--- config.mk ---
export PLATFORM = sky130hd
export DESIGN_NAME = cache_mem_arbiter
export DESIGN_NICKNAME = d
export VERILOG_FILES = /design/src/rtl/cache_mem_arbiter.sv
export SDC_FILE = /design/constraint.sdc
export NUM_CORES = 1
export LEC_CHECK = 0
export ABC_AREA = 1
export CORE_MARGIN = 2
export CORE_UTILIZATION = 40
export DETAILED_ROUTE_END_ITERATION = 7
export GPL_TIMING_DRIVEN = 0
export PLACE_DENSITY_LB_ADDON = 0.08
export SKIP_LAST_GASP = 1
export SYNTH_ARGS = -nofsm -noshare
export SYNTH_HDL_FRONTEND = slang
export SYNTH_SLANG_ARGS = --single-unit
--- constraint.sdc ---
create_clock -name clk -period 6.04 [get_ports clk]
set_input_delay 1.51 -clock clk [delete_from_list [all_inputs] [get_ports clk]]
set_output_delay 1.51 -clock clk [all_outputs]
set_load 0.01 [all_outputs]
--- src/rtl/cache_mem_arbiter.sv ---
// Arbitrates I-cache and D-cache line bursts onto one memory port.
// ARB_ROUND_ROBIN_EN selects round-robin ties; default is fixed D-cache priority.
module cache_mem_arbiter #(
  parameter int OFFSET = 3,
  parameter int ADDR_W = 32
) (
  input  logic              clk,
  input  logic              reset,
  input  logic              ic_req,
  input  logic [ADDR_W-1:0] ic_addr,
  output logic              ic_valid,
  output logic              ic_done,
  input  logic              dc_req,
  input  logic              dc_we,
  input  logic [ADDR_W-1:0] dc_addr,
  input  logic [31:0]       dc_wdata,
  output logic              dc_wready,
  output logic              dc_valid,
  output logic              dc_done,
  output logic [31:0]       rdata,
  output logic              mem_req,
  output logic              mem_we,
  output logic [ADDR_W-1:0] mem_addr,
  output logic [31:0]       mem_wdata,
  input  logic              mem_ack,
  input  logic [31:0]       mem_rdata
);

  typedef enum logic [1:0] {
    IDLE,
    BURST,
    FINISH
  } state_t;

  localparam logic [ADDR_W-1:0] MASK =
    {{(ADDR_W-OFFSET-2){1'b1}}, {(OFFSET+2){1'b0}}};

  state_t            state, state_n;
  logic              gnt_d, we_l, ptr;
  logic              ic_v, dc_v;
  logic              sel_d, last, burst;
  logic [ADDR_W-1:0] base;
  logic [OFFSET-1:0] beat;
  logic [31:0]       rdata_q;

`ifdef ARB_ROUND_ROBIN_EN
  assign sel_d = dc_req & (~ic_req | ptr);
`else
  assign sel_d = dc_req;
`endif

  assign last  = &beat;
  assign burst = (state == BURST);

  always_comb begin
    state_n = state;
    unique case (state)
      IDLE:    if (ic_req || dc_req) state_n = BURST;
      BURST:   if (mem_ack && last) state_n = FINISH;
      FINISH:  state_n = IDLE;
      default: state_n = IDLE;
    endcase
  end

  always_ff @(posedge clk or posedge reset) begin
    if (reset) begin
      state   <= IDLE;
      beat    <= '0;
      ptr     <= 1'b1;
      gnt_d   <= 1'b0;
      we_l    <= 1'b0;
      base    <= '0;
      rdata_q <= '0;
      ic_v    <= 1'b0;
      dc_v    <= 1'b0;
    end else begin
      state <= state_n;
      ic_v  <= 1'b0;
      dc_v  <= 1'b0;
      if (state == IDLE && (ic_req || dc_req)) begin
        gnt_d <= sel_d;
        we_l  <= sel_d & dc_we;
        base  <= (sel_d ? dc_addr : ic_addr) & MASK;
        beat  <= '0;
      end
      if (burst && mem_ack) begin
        beat <= beat + 1'b1;
        if (!we_l) begin
          rdata_q <= mem_rdata;
          ic_v    <= ~gnt_d;
          dc_v    <= gnt_d;
        end
      end
      // The side just served loses the next tie.
      if (state == FINISH) ptr <= ~gnt_d;
    end
  end

  assign mem_req   = burst;
  assign mem_we    = burst & we_l;
  assign mem_addr  = burst ? base + ADDR_W'({beat, 2'b00}) : '0;
  assign mem_wdata = (burst && we_l) ? dc_wdata : '0;
  assign dc_wready = burst & we_l & mem_ack;
  assign ic_done   = (state == FINISH) & ~gnt_d;
  assign dc_done   = (state == FINISH) & gnt_d;
  assign ic_valid  = ic_v;
  assign dc_valid  = dc_v;
  assign rdata     = rdata_q;

endmodule

==> impl_metrics.env <==
export IMPL_status="finished clean"
export IMPL_cp_required_ps=4530
export IMPL_switching_share_pct=38.3
export IMPL_end_kind="output pin"
export IMPL_p_switching_mw=0.945
export IMPL_rows=34
export IMPL_slew_viol_final=0
export IMPL_die_h_um=99.8
export IMPL_fin_crit_ps=4180
export IMPL_placed_area_um2=6040
export IMPL_internal_power_mw=1.53
export IMPL_wl_met1_um=4620
export IMPL_grt_usage_pct=23.7
export IMPL_finalWorstSetupSlack_ps=1860
export IMPL_fp_dieArea_um2=9950
export IMPL_worstPathArrival_ps=2670
export IMPL_syn_to_final_growth_pct=69.5
export IMPL_top_layer="met4"
export IMPL_cts_tree="built"
export IMPL_pre_cts_slack_ps=1840
export IMPL_final_area_um2=6220
export IMPL_wirelength_um=11600
export IMPL_critical_path_class="in2out"
export IMPL_antenna_found_initial=0
export IMPL_antenna_left=0
export IMPL_port_buffers=223
export IMPL_fin_tns_setup_ps=0
export IMPL_via_per_inst=4.60
export IMPL_first_iter_violations=179
export IMPL_tightest_slew_ps=840
export IMPL_clkLatencyLatePin_ps=340
export IMPL_first_global_vias=3922
export IMPL_cts_buffers=9
export IMPL_p_seq_share_pct=31.5
export IMPL_power_mw=2.47
export IMPL_met3_length_um=848
export IMPL_ys_ff_latch=68
export IMPL_ys_warn_count=0
export IMPL_final_cell_mix="nand2_1, clkdlybuf4s50_1, nor2_1, dfrtp_1, inv_1"
export IMPL_synth_cells=528
export IMPL_finalNetCount=899
export IMPL_setup_viol=0
export IMPL_pin_count=237
export IMPL_hold_ws_ps=473
export IMPL_dp_hpwl_um=9070
export IMPL_cts_sinks=68
export IMPL_drtPass1Iterations=4
export IMPL_timing_final_crit_share_pct=69.2
export IMPL_cts_resized_gates=0
export IMPL_place_gp_congestion=0.808
export IMPL_avgRoutedWirePerCell_um=13.2
export IMPL_fillCellCount=729
export IMPL_start_util_pct=41.7
export IMPL_max_cap_violations=0
export IMPL_holdBufCountCts=0
export IMPL_clk_pin_slew_worst_paths_ps=80
export IMPL_wl_met2_um=5910
export IMPL_hold_viol_final=0
export IMPL_power_density_nw_per_um2=397
export IMPL_cts_buffer_depth=2
export IMPL_combPwrFrac_pct=55.0
export IMPL_die_w_um=99.8
export IMPL_hold_depth=2
export IMPL_drive_above_1_share_pct=7.16
export IMPL_synth_cell_types=19
export IMPL_start_kind="primary input"
export IMPL_syn_cell_area_um2=3670
export IMPL_reg2regPathDepth=6
export IMPL_fin_worst_skew_ps=18.6
export IMPL_min_path_type="reg2reg"
export IMPL_layout_commonest_cell="nand2_1"
export IMPL_path_max_fanout=1
export IMPL_grt_pass1_wl_um=18800
export IMPL_cts_root_buf="clkbuf_8"
export IMPL_grt_max_degree=69
export IMPL_ys_seq_area_share_pct=46.4
export IMPL_coreArea_um2=8810
export IMPL_leakagePower_nw=3.21
export IMPL_post_cts_buffers=0
export IMPL_via_count=4029
export IMPL_syn_avg_cell_area_um2=6.95
export IMPL_ir_drop_v=0.000217
export IMPL_diodes=0
export IMPL_htree_num_levels=3
export IMPL_fmax_ghz=0.239
export IMPL_drc=0
export IMPL_gr_total_overflow=0
export IMPL_rsz0062_at_grt="no"
export IMPL_power_frac_clock_pct=13.4
export IMPL_maxSlewHeadroom_pct=44.0
==> cell families (layout without fill, tap and decap cells) <==
logic type / Yosys count / in the layout / synth area share (%)
AO/OA/AOI/OAI: 2 / 2 / 0.273
adder cells (fa/ha/maj): 2 / 2 / 0.682
buffers and inverters: 104 / 343 / 13.2
flip-flops: 68 / 68 / 46.4
other: 1 / 2 / 0.102
AND/OR/NAND/NOR: 351 / 351 / 39.3
==> flip-flops by register name (all words and copies together), names as in the netlist <==
signal	cells
rdata	32
base	27
beat	3
state	2
dc_valid	1
gnt_d	1
ic_valid	1
we_l	1
==> per-layer routing <==
metal | GRT usage (%) | up-vias
met2 | 42.7 | 144
li1 | - | 2045
met5 | 0 | -
met4 | 8.11 | 0
met1 | 27.9 | 1826
met3 | 5.13 | 14
==> synthesized netlist by cell type <==
library cell	instances	area, um2
inv_1	68	255
nand2_2	2	12.5
ha_1	2	25.0
nand4_1	32	200
buf_2	16	80.1
nand4_2	1	12.5
nor2_1	68	255
dfrtp_1	68	1700
buf_6	7	78.8
nor2_4	2	22.5
inv_2	3	11.3
nand3_1	5	25.0
nand2_1	238	893
o21ai_0	2	10.0
nor3_1	2	10.0
conb_1	1	3.75
clkbuf_1	4	15.0
buf_4	6	45.0
nand2_4	1	11.3
==> critical path: stages <==
cell and delay (ps):
clkdlybuf4s50_1 450, inv_1 30, nor2_1 100, clkdlybuf4s50_1 570
==> final cells by class <==
class	instances	area, um2	share of cell area (%)
buffer	33	219	3.52
clock buffer	9	124	1.99
clock inverter	7	51.3	0.825
inverter	71	269	4.33
multi-input combinational	357	1490	23.9
sequential	68	1700	27.4
tap	108	135	2.17
timing repair buffer	223	2230	35.9
==> final timing paths <==
kind / from / endpoint / slack, ps
min in group asynchronous: reset / rdata[15] / 1680
max in group asynchronous: reset / base[31] / 3790
hold reg to reg: rdata[27] / rdata[27] / 470
setup / recovery: dc_wdata[31] / mem_wdata[31] / 1860
hold / removal: rdata[27] / rdata[27] / 470
setup reg to reg: state[0] / base[7] / 4770
==> per-stage QoR <==
stage / util, % / cells
after floorplan: - / 529
after global placement: 68.6 / 860
after detailed placement: 68.6 / 860
after CTS: 70.6 / 876
after global routing: 70.6 / 876
final: 70.6 / 876
==> power groups by stage <==
stage	registers, mW	clock network [mW]	logic [mW]
global placement	0.776	0	1.35
floorplan	0.818	0	0.585
finish	0.779	0.332	1.36
CTS	0.779	0.341	1.38
detailed placement	0.784	0	1.37
global route	0.805	0.358	1.49
Power figures use the tool's default switching activity.
